`src/rtl/gf_pkg.sv`:
```
// Shared GF(2^8) definitions for the discrete-log engine and its helpers.
package gf_pkg;

  // Low byte of the field polynomial x^8 + x^4 + x^3 + x^2 + 1 (0x11D).
  localparam logic [7:0] GfPolyDefault = 8'h1D;

  // Order of the multiplicative group of GF(2^8).
  localparam int unsigned GfOrder = 255;

  // Last exponent worth trying; the search stops here without a match.
  localparam logic [7:0] KMax = 8'(GfOrder - 1);

  typedef enum logic [1:0] {
    StIdle,
    StSearch,
    StDone
  } state_e;

endpackage

```
`src/rtl/gf_mult.sv`:
```
// Combinational GF(2^8) multiplier: carry-less product of a and b reduced
// modulo {1, POLY}. Shift-and-add form, one partial product per bit of b.
module gf_mult
  import gf_pkg::*;
#(
  parameter logic [7:0] POLY = GfPolyDefault
) (
  input  logic [7:0] a_i,
  input  logic [7:0] b_i,
  output logic [7:0] p_o
);

  logic [7:0] acc;
  logic [7:0] shifted;

  // Accumulate a*x^i for each set bit of b, reducing a after every doubling.
  always_comb begin
    acc     = 8'h00;
    shifted = a_i;
    for (int i = 0; i < 8; i++) begin
      if (b_i[i]) begin
        acc = acc ^ shifted;
      end
      shifted = {shifted[6:0], 1'b0} ^ (shifted[7] ? POLY : 8'h00);
    end
    p_o = acc;
  end

endmodule

```
`src/rtl/gf_discrete_log.sv`:
```
// Sequential GF(2^8) discrete logarithm: walks g^0, g^1, ... g^254 one power
// per cycle and reports the first exponent k with g^k == y, or not_found.
module gf_discrete_log
  import gf_pkg::*;
#(
  parameter logic [7:0] POLY = GfPolyDefault
) (
  input  logic       clk,
  input  logic       rst,
  input  logic       start_i,
  input  logic [7:0] element_i,
  input  logic [7:0] generator_i,
  output logic       busy_o,
  output logic       done_o,
  output logic       not_found_o,
  output logic [7:0] log_out_o
);

  state_e     state_q, state_d;
  logic [7:0] y_q, y_d;
  logic [7:0] g_q, g_d;
  logic [7:0] acc_q, acc_d;
  logic [7:0] k_q, k_d;
  logic [7:0] log_q, log_d;
  logic       nf_q, nf_d;

  logic [7:0] prod;
  logic       hit;
  logic       at_last;

  // acc * g gives the next power in the same cycle.
  gf_mult #(
    .POLY (POLY)
  ) u_gf_mult (
    .a_i (acc_q),
    .b_i (g_q),
    .p_o (prod)
  );

  assign hit     = (acc_q == y_q);
  assign at_last = (k_q == KMax);

  // State register; reset is asynchronous so it can abort a search mid-flight.
  always_ff @(posedge clk or posedge rst) begin
    if (rst) begin
      state_q <= StIdle;
    end else begin
      state_q <= state_d;
    end
  end

  // Next-state logic: start only matters in idle; a zero target has no log.
  always_comb begin
    state_d = state_q;
    unique case (state_q)
      StIdle: begin
        if (start_i) begin
          state_d = (element_i == 8'h00) ? StDone : StSearch;
        end
      end
      StSearch: begin
        if (hit || at_last) begin
          state_d = StDone;
        end
      end
      StDone:  state_d = StIdle;
      default: state_d = StIdle;
    endcase
  end

  // Output logic: status comes straight from the state.
  always_comb begin
    busy_o = 1'b0;
    done_o = 1'b0;
    unique case (state_q)
      StSearch: busy_o = 1'b1;
      StDone:   done_o = 1'b1;
      default: begin
        busy_o = 1'b0;
        done_o = 1'b0;
      end
    endcase
  end

  // Datapath registers: operands, running power, exponent and held result.
  always_ff @(posedge clk or posedge rst) begin
    if (rst) begin
      y_q   <= 8'h00;
      g_q   <= 8'h00;
      acc_q <= 8'h01;
      k_q   <= 8'h00;
      log_q <= 8'h00;
      nf_q  <= 1'b0;
    end else begin
      y_q   <= y_d;
      g_q   <= g_d;
      acc_q <= acc_d;
      k_q   <= k_d;
      log_q <= log_d;
      nf_q  <= nf_d;
    end
  end

  // Datapath next-state: the bound check happens before k increments, so k
  // stops at 254 and never wraps.
  always_comb begin
    y_d   = y_q;
    g_d   = g_q;
    acc_d = acc_q;
    k_d   = k_q;
    log_d = log_q;
    nf_d  = nf_q;
    case (state_q)
      StIdle: begin
        if (start_i) begin
          if (element_i != 8'h00) begin
            y_d   = element_i;
            g_d   = generator_i;
            acc_d = 8'h01;
            k_d   = 8'h00;
          end else begin
            log_d = 8'h00;
            nf_d  = 1'b1;
          end
        end
      end
      StSearch: begin
        if (hit) begin
          log_d = k_q;
          nf_d  = 1'b0;
        end else if (!at_last) begin
          acc_d = prod;
          k_d   = k_q + 8'd1;
        end else begin
          log_d = 8'h00;
          nf_d  = 1'b1;
        end
      end
      default: begin
        y_d = y_q;
      end
    endcase
  end

  assign log_out_o   = log_q;
  assign not_found_o = nf_q;

endmodule

```
`config.mk`:
```
export PLATFORM = sky130hd
export DESIGN_NAME = gf_discrete_log
export DESIGN_NICKNAME = d
export VERILOG_FILES = /design/src/rtl/gf_pkg.sv /design/src/rtl/gf_mult.sv /design/src/rtl/gf_discrete_log.sv
export SDC_FILE = /design/constraint.sdc
export NUM_CORES = 1
export LEC_CHECK = 0
export CAP_MARGIN = 20
export CORE_MARGIN = 3
export CORE_UTILIZATION = 45
export DETAILED_ROUTE_END_ITERATION = 8
export GPL_TIMING_DRIVEN = 0
export PLACE_DENSITY_LB_ADDON = 0.25
export SLEW_MARGIN = 20
export SYNTH_ARGS = -nofsm -noshare
export SYNTH_HDL_FRONTEND = slang
export SYNTH_SLANG_ARGS = --single-unit
```
`constraint.sdc`:
```
create_clock -name clk -period 4.4 [get_ports clk]
set_clock_uncertainty 0.2 [all_clocks]
set_input_delay 0.88 -clock clk [delete_from_list [all_inputs] [get_ports clk]]
set_output_delay 0.88 -clock clk [all_outputs]
set_load 0.03 [all_outputs]
```
==> results of run 1 <==
-- kinds of logic (layout without fill, tap and decap cells) --
group | count (synthesis) | after routing
AOI/OAI and AO/OA | 37 | 37
xor gates and xnor gates | 89 | 89
adders and majority gates | 2 | 2
buffers and inverters | 32 | 70
DFF | 43 | 43
muxes | 3 | 3
and+or+nand+nor | 148 | 148
-- cell type report --
type | count | share of cell area [%]
timing repair buffer | 30 | 8.70
tap | 77 | 2.70
multi-input combinational | 279 | 49.6
clock buffer | 5 | 1.93
buffer | 23 | 3.89
inverter | 9 | 0.947
sequential | 43 | 30.2
clock inverter | 3 | 2.00
-- flip-flops by register name, indices dropped and copies added, names as in the netlist --
| register | cells |
|---|---|
| log_out_o | 8 |
| state_q | 2 |
| not_found_o | 1 |
| y_q | 8 |
| acc_q | 8 |
| k_q | 8 |
| g_q | 8 |
-- worst min path at each step --
stage / cells after the start / endpoint
3_3_place_gp: 2 / y_q[2]$_DFFE_PP0P_
4_1_cts: 2 / y_q[2]$_DFFE_PP0P_
6_report: 2 / y_q[2]$_DFFE_PP0P_
3_5_place_dp: 2 / y_q[2]$_DFFE_PP0P_
2_1_floorplan: 2 / y_q[7]$_DFFE_PP0P_
5_1_grt: 1 / log_out_o[7]$_DFFE_PP0P_
-- worst min-delay path, delay by kind of cell (launching register included) --
kind             cells  cell delay (ns)
DFF                  1             0.37
and+or+nand+nor      2             0.11
-- per-layer routing --
metal / routed length [um] / vias to the layer above / share of wire [%] / global-route usage, %
li1: - / 1198 / - / -
met1: 3290 / 1153 / 47 / 28.1
met2: 3230 / 69 / 46 / 30.7
met3: 348 / 10 / 5.0 / 3.86
met4: 82 / 0 / 1.2 / 5.02
met5: 0 / - / 0 / 0
-- synthesized netlist by cell type, types with 2 or more instances --
cell type,count
xnor2_1,64
mux2i_1,3
buf_6,4
nor4_1,4
nand2_1,109
nor2_1,15
a22o_1,8
buf_4,5
xnor3_1,2
buf_2,3
inv_1,9
o21ai_0,10
a21oi_1,11
dfrtp_1,42
nor2b_1,7
xor2_1,18
xnor2_2,2
nor3_1,2
nand3_1,3
a22oi_1,4
ha_1,2
clkbuf_1,11
-- stage by stage --
step / area, sq um / hold WS, ns
floorplan: 3020 / 0.265
global placement: 3410 / 0.282
detailed placement: 3430 / 0.286
CTS: 3570 / 0.307
global route: 3570 / 0.330
finish: 3570 / 0.306
==> results_dict.tcl, run 1 <==
set metrics [dict create \
    status "finished clean" \
    portBuffers 29 \
    stdcell_count 469 \
    postCtsSetupRepairBufs 0 \
    synth-xor-area-share_pct 28.5 \
    post-route-period-util_pct 63.9 \
    num-fill-cells 594 \
    tightest_slew_ns 0.894 \
    grt_util_all_layers_pct 19.7 \
    yosysSeqAreaShare_pct 35.7 \
    fmax_ghz 0.355 \
    worstPathRequired_ns 4.39 \
    synth_area_leaders "dfrtp_1 (35%), xnor2_1 (19%), nand2_1 (14%)" \
    place_inst 461 \
    grt-ovfl-total 0 \
    synth_fa_ha_area_share_pct 0.829 \
    rr_worst_depth 8 \
    initial_core_util_pct 47.0 \
    rows 29 \
    reg2reg_slack_ns 1.59 \
    reg2reg_to "acc_q[3]$_DFFE_PP0P_" \
    cts_buffer_depth 2 \
    synth.yosys.warnings 0 \
    coreArea_sq_um 6420 \
    drc 0 \
    cp_cell_sequence "buf_6 > xor2_1 > xor3_1 > nand2_1 > xnor3_1 > xnor2_1 > xnor2_1 > o22ai_1" \
    cts_tree "built" \
    via_per_inst 5.18 \
    ys_seq_elements 43 \
    final_common_cell "nand2_1" \
    finalSetupViolCount 0 \
    fin_util_pct 55.5 \
    grt_start_max_net_pins 29 \
    async_flop_share_pct 100 \
    antenna_found_initial 0 \
    netlist_instances 354 \
    dieHeight_um 87.9 \
    area_growth_pct 18.1 \
    crit_buf_inv 1 \
    endpoint_kind "register" \
    crit_slowest_cell "xor2_1" \
    cpPeakStageDelay_ns 0.72 \
    path_clk_slew_ns 0.10 \
    synth_top_area_share_pct 34.8 \
    layout-drive-gt1-share_pct 7.14 \
    pre_cts_slack_ns 1.29 \
    critical_path.startpoint_type "register" \
    hold_path.startpoint "y_q[2]$_DFFE_PP0P_" \
    initialDrtViolationCount 176 \
    cts.sinks 43 \
    cts_resized 0 \
    ys_types 38 \
    multi_input_area_sq_um 1770 \
    die_w_um 87.9 \
    cap_viol_max_count 0 \
    dieArea_sq_um 7730 \
    arrival_ns 2.80 \
    path_class "reg2reg" \
    cpMostUsedCell "xnor2_1" \
    syn_nets 375 \
    setup_tns_ns 0 \
    dp_hpwl_um 5180 \
    synthMuxAreaShare_pct 0.995 \
    ff_latch_area_sq_um 1080 \
    synth_enable_flop_cells 0 \
    vias 2430 \
    routedWlPerCell_um 14.8 \
    synthesis.area_sq_um 3020 \
    htree_levels 2 \
    clock_latency_ns 0.31 \
    drt_first_pass_iters 4 \
    timing.rr.start "acc_q[3]$_DFFE_PP0P_" \
    nets 412 \
    grt_pass1_wl_um 11700 \
    ant_nets 0 \
    yosys.area.top_type "dfrtp_1" \
    fin_ws_ns 1.59 \
    cts_hold_buf 0 \
    synth-compound-area-share_pct 7.79 \
    cts-root-buf "clkbuf_8" \
    hold_viol 0 \
    rsz0062_at_grt "false" \
    cpLargestDelayFamily "XOR/XNOR gates" \
    critPathLaunch "acc_q[3]$_DFFE_PP0P_" \
    cp.depth 8 \
    synth_top_family_by_area "XOR/XNOR gates" \
    hold_path.class "reg2reg" \
    slew_viol_final 0 \
    syn_avg_cell_area_sq_um 8.53 \
    period_minus_slack_ns 2.81 \
    n_antenna_cell 0 \
    place.gp.congestion 0.912 \
    cts_buffers 5 \
    mostFrequentLayoutCells "nand2_1 (109), xnor2_1 (64), dfrtp_1 (42)" \
    yosys.area_share.simple_pct 20.5 \
    critical_path.max_fanout 9 \
    crit_path_end "acc_q[3]$_DFFE_PP0P_" \
    slew_headroom_pct 40.2 \
    ys.flop_type "dfrtp_1" \
    wl_um 6950 \
    grt_pass1_vias 2325 \
    io_pins 30 \
]
Power of run 1 is left out: the tool's default activity adds up to more than one toggle a clock period on the data nets, which glitch-free logic cannot reach.
==> inputs of run 2 (changes only) <==
==> constraint.sdc (replaced) <==
create_clock -name clk -period 2.75 [get_ports clk]
set_clock_uncertainty 0.2 [all_clocks]
set_input_delay 0.55 -clock clk [delete_from_list [all_inputs] [get_ports clk]]
set_output_delay 0.55 -clock clk [all_outputs]
set_load 0.03 [all_outputs]
==> results_dict.tcl, run 2 (synthesis results as in run 1) <==
set metrics [dict create \
    status "finished clean" \
    slew_viol_final 0 \
    mostFrequentLayoutCells "nand2_1 (109), xnor2_1 (64), dfrtp_1 (42)" \
    endpoint_kind "register" \
    initialDrtViolationCount 212 \
    rr_worst_depth 8 \
    place.gp.congestion 0.912 \
    tightest_slew_ns 0.524 \
    cts-root-buf "clkbuf_8" \
    cts_tree "built" \
    fmax_ghz 0.371 \
    stdcell_area_sq_um 3580 \
    initial_core_util_pct 47.0 \
    via_per_inst 5.18 \
    dieHeight_um 87.9 \
    path_clk_slew_ns 0.10 \
    critical_path.startpoint_type "register" \
    cts_buffer_depth 2 \
    final_common_cell "nand2_1" \
    hold_path.startpoint "y_q[2]$_DFFE_PP0P_" \
    n_antenna_cell 0 \
    cts_buffers 5 \
    slew_headroom_pct 65.0 \
    cap_viol_max_count 0 \
    reg2reg_slack_ns 0.05 \
    io_pins 30 \
    drt_first_pass_iters 5 \
    grt-ovfl-total 0 \
    htree_levels 2 \
    drc 0 \
    reg2reg_to "acc_q[3]$_DFFE_PP0P_" \
    grt_start_max_net_pins 29 \
    finalSetupViolCount 0 \
    antenna_found_initial 0 \
    postPlaceCellArea_sq_um 3430 \
    fin_ws_ns 0.0531 \
    worstPathRequired_ns 2.74 \
    grt_pass1_vias 2325 \
    area_growth_pct 18.7 \
    dp_hpwl_um 5180 \
    nets 412 \
    layout-drive-gt1-share_pct 7.91 \
    ant_nets 0 \
    wl_um 6930 \
    dieArea_sq_um 7730 \
    grt_util_all_layers_pct 19.7 \
    grt_pass1_wl_um 11700 \
    post-route-period-util_pct 98.1 \
    hold_path.class "reg2reg" \
    critPathLaunch "acc_q[2]$_DFFE_PP0P_" \
    vias 2430 \
    cts.sinks 43 \
    cts_hold_buf 0 \
    critical_path.max_fanout 7 \
    setup_tns_ns 0 \
    period_minus_slack_ns 2.70 \
    routedWlPerCell_um 14.8 \
    postCtsSetupRepairBufs 0 \
    timing.rr.start "acc_q[2]$_DFFE_PP0P_" \
    rows 29 \
    arrival_ns 2.68 \
    hold_viol 0 \
    portBuffers 29 \
    coreArea_sq_um 6420 \
    rsz0062_at_grt "false" \
    path_class "reg2reg" \
    die_w_um 87.9 \
    crit_path_end "acc_q[3]$_DFFE_PP0P_" \
    clock_latency_ns 0.31 \
    pre_cts_slack_ns -0.0321 \
]
[run 2: final cells by class]
cell class,count,area (sq um)
multi-input combinational,279,1790
inverter,9,33.8
tap,77,96.3
sequential,43,1080
buffer,23,139
fill,590,2840
timing repair buffer,30,310
clock inverter,3,71.3
clock buffer,5,68.8
[run 2: metrics by stage]
step	hold slack [ns]	cells	util, %
2_1_floorplan	0.265	354	-
3_3_place_gp	0.282	460	53.0
3_5_place_dp	0.286	461	53.3
4_1_cts	0.307	469	55.5
5_1_grt	0.330	469	55.8
6_report	0.302	469	55.8
[run 2: critical path, cell delays in order, from the launching register on]
cell and delay, ns:
dfrtp_1 0.35, buf_6 0.15, xor3_2 0.54, xor3_1 0.38, nand2_1 0.12, xnor3_1 0.25, xnor2_1 0.17, xnor2_1 0.28
o22ai_1 0.13
[run 2: worst min-delay path by stage]
stage                                     to  slack (ns)  depth (start not counted)
floorplan                 y_q[7]$_DFFE_PP0P_        0.27                          2
global placement          y_q[2]$_DFFE_PP0P_        0.28                          2
detailed placement        y_q[2]$_DFFE_PP0P_        0.29                          2
CTS                       y_q[2]$_DFFE_PP0P_        0.31                          2
global route        log_out_o[7]$_DFFE_PP0P_        0.33                          1
finish                    y_q[2]$_DFFE_PP0P_        0.30                          2
[run 2: repair_timing]
action,4_1_cts,5_1_grt
resized for setup,0,3
endpoints found under the hold margin,0,0
endpoints found under the setup margin,0,8
[run 2: metal layers]
layer  global-route usage [%]  wire length, um  part of all wire [%]  vias up
li1                         -                -                     -     1196
met1                     28.1             3260                    47     1146
met2                     30.7             3200                    46       77
met3                     3.86              371                   5.4       11
met4                     5.02               96                   1.4        0
met5                        0                0                     0        -
Power of run 2 is left out for the same reason.
==> variant, RTL diff (config.mk and constraints of run 1) <==
`y_q` no longer has a reset.
--- a/src/rtl/gf_discrete_log.sv
+++ b/src/rtl/gf_discrete_log.sv
@@ -85,20 +85,22 @@
   // Datapath registers: operands, running power, exponent and held result.
   always_ff @(posedge clk or posedge rst) begin
     if (rst) begin
-      y_q   <= 8'h00;
       g_q   <= 8'h00;
       acc_q <= 8'h01;
       k_q   <= 8'h00;
       log_q <= 8'h00;
       nf_q  <= 1'b0;
     end else begin
-      y_q   <= y_d;
       g_q   <= g_d;
       acc_q <= acc_d;
       k_q   <= k_d;
       log_q <= log_d;
       nf_q  <= nf_d;
     end
+  end
+
+  always_ff @(posedge clk) begin
+    y_q <= y_d;
   end
 
   // Datapath next-state: the bound check happens before k increments, so k
Function: same outputs for any inputs over 4 cycles, from zero or initial values and one cycle with rst high; that may be too few to reach the edited logic, so the function may still have changed.
==> variant against run 1 <==
Worst setup slack lost 0.64 ns; sequential cell count did not move; final cell count rose by 0.21%; synthesized area is 6.1% higher; synthesized cell count is 4.8% lower; via count increased by 2.0%; routed wire length grew 8.8%; critical endpoint is now y_q[0]; cell area is 3.6% higher.
Power is left out: the tool's default activity adds up to more than one toggle a clock period on the data nets, which glitch-free logic cannot reach.
==> variant: results (changes against run 1) <==
----------------------------------------------------
[Place]
  Placed wire-length estimate after detailed placement ... 5.52 mm (+6.5%)
  Pre-CTS setup slack ... 0.606 ns (-0.682 ns)
  Final weighted congestion of routability-driven global placement ... 0.840 (-7.9%)
  Number of placed instances, taps included ... 462 (+0.22%)

[Setup path]
  Biggest cell delay along the critical path ... 0.54 ns (-0.18 ns)
  Slack of the worst reg-to-reg path ... 1.82 ns (+0.23 ns)
  Category of cells accounting for the largest share of critical-path delay ... buffers and inverters
  WP data arrival ... 3.18 ns (+0.38 ns)
  Crit Path Max Fanout ... 17 (+8)
  Worst path slowest cell ... sky130_fd_sc_hd__or4_1

[Status]
  Outcome ... finished, final reports clean

[Timing]
  Post-route clock period utilization ... 0.784 (+0.145)
  Slew HR ... 0.434 (+0.0320)
  Post-route worst hold slack ... 0.314 ns (+0.00869 ns)
  Final Hold Viols ... 0 (unchanged)

[Synthesis]
  Number of flops mapped to enable cells by yosys ... 8 (+8)
  Ranking of synthesized cells by instance count ... sky130_fd_sc_hd__nand2_1, sky130_fd_sc_hd__dfrtp_1, sky130_fd_sc_hd__xnor2_1, sky130_fd_sc_hd__xor2_1, sky130_fd_sc_hd__o21ai_0
  Unique cell type count in the Yosys netlist ... 50 (+32%)
  Top area cells in the synthesized netlist ... sky130_fd_sc_hd__dfrtp_1, sky130_fd_sc_hd__xnor2_1, sky130_fd_sc_hd__nand2_1, sky130_fd_sc_hd__xnor3_1, sky130_fd_sc_hd__edfxtp_1
  Seq/Total Area, Yosys ... 0.349 (-0.00799)
  Average cell area after synthesis ... 9.50 µm² (+11%)
  Post-synthesis async set-or-reset flop share ... 0.814 (-0.186)
  Number of warnings issued by yosys ... 0 (unchanged)
  Total nets after synthesis ... 358 (-4.5%)

[Route]
  Total iterations of the first detailed-routing run ... 5 (+1)
  Routed via count ... 2478 (+2.0%)
  Routed Wire Length ... 7.57 mm (+8.8%)
  DRC violation total after the first TritonRoute iteration ... 139 (-21%)

[Finish]
  Number of nets in the layout ... 394 (-4.4%)
  Fill cell total of the finished layout ... 644 (+8.4%)
  Share of cells above drive strength 1 ... 0.0963 (+0.0248)
  Post-route non-filler standard cell count ... 470 (+0.21%)

[Clocking]
  Clock slew seen by the registers of the worst setup and hold paths ... 0.08 ns (-0.02 ns)
  Post-CTS setup buffer count ... 0 (unchanged)

[GRT]
  GRT Overall Usage ... 0.196 (-0.00101)
  Global-route wire length before repair ... 12.7 mm (+8.3%)

----------------------------------------------------
==> variant: worst register-to-register path: cells and delay by family, from the launching register on <==
family	cells	cell delay (ns)
AOI/OAI and AO/OA	2	0.49
xor gates and xnor gates	1	0.17
buffers and inverters	2	0.37
DFF	1	0.44
and+or+nand+nor	2	0.81
==> variant: per-layer routing <==
layer	track usage	wire, µm
met5	0	0
met4	0.0651	145
met3	0.0300	395
met2	0.335	3800
met1	0.253	3220
==> variant: final timing paths <==
path,cells after the start,from,endpoint
min in group asynchronous,2,rst,acc_q[5]
max in group asynchronous,2,rst,k_q[1]
worst min-delay path,1,log_out_o[7],log_out_o[7]
worst min register to register,1,log_out_o[7],log_out_o[7]
worst max register to register,7,acc_q[4],log_out_o[2]
worst max-delay path,7,element_i[1],y_q[0]
==> variant: cells by family (layout without fill, tap and decap cells) <==
group	after synthesis	after routing	synth area share
AO/OA/AOI/OAI	62	62	0.129
XOR/XNOR	74	74	0.270
adder cells (fa/ha/maj)	2	2	0.00781
buffers and inverters	38	75	0.0633
flip-flops	43	43	0.349
multiplexers	9	9	0.0293
AND/OR/NAND/NOR	109	109	0.152
==> variant: area by class of cell <==
| cell class | count | area share |
|---|---|---|
| buffer | 26 | 0.0427 |
| clock buffer | 6 | 0.0196 |
| clock inverter | 2 | 0.00203 |
| inverter | 12 | 0.0122 |
| multi-input combinational | 256 | 0.510 |
| sequential | 43 | 0.303 |
| tap | 96 | 0.0325 |
| timing repair buffer | 29 | 0.0786 |
==> variant: per-stage QoR <==
stage,area (µm²),utilization
2_1_floorplan,3200,-
3_3_place_gp,3610,0.529
3_5_place_dp,3610,0.529
4_1_cts,3690,0.541
5_1_grt,3690,0.541
6_report,3690,0.541
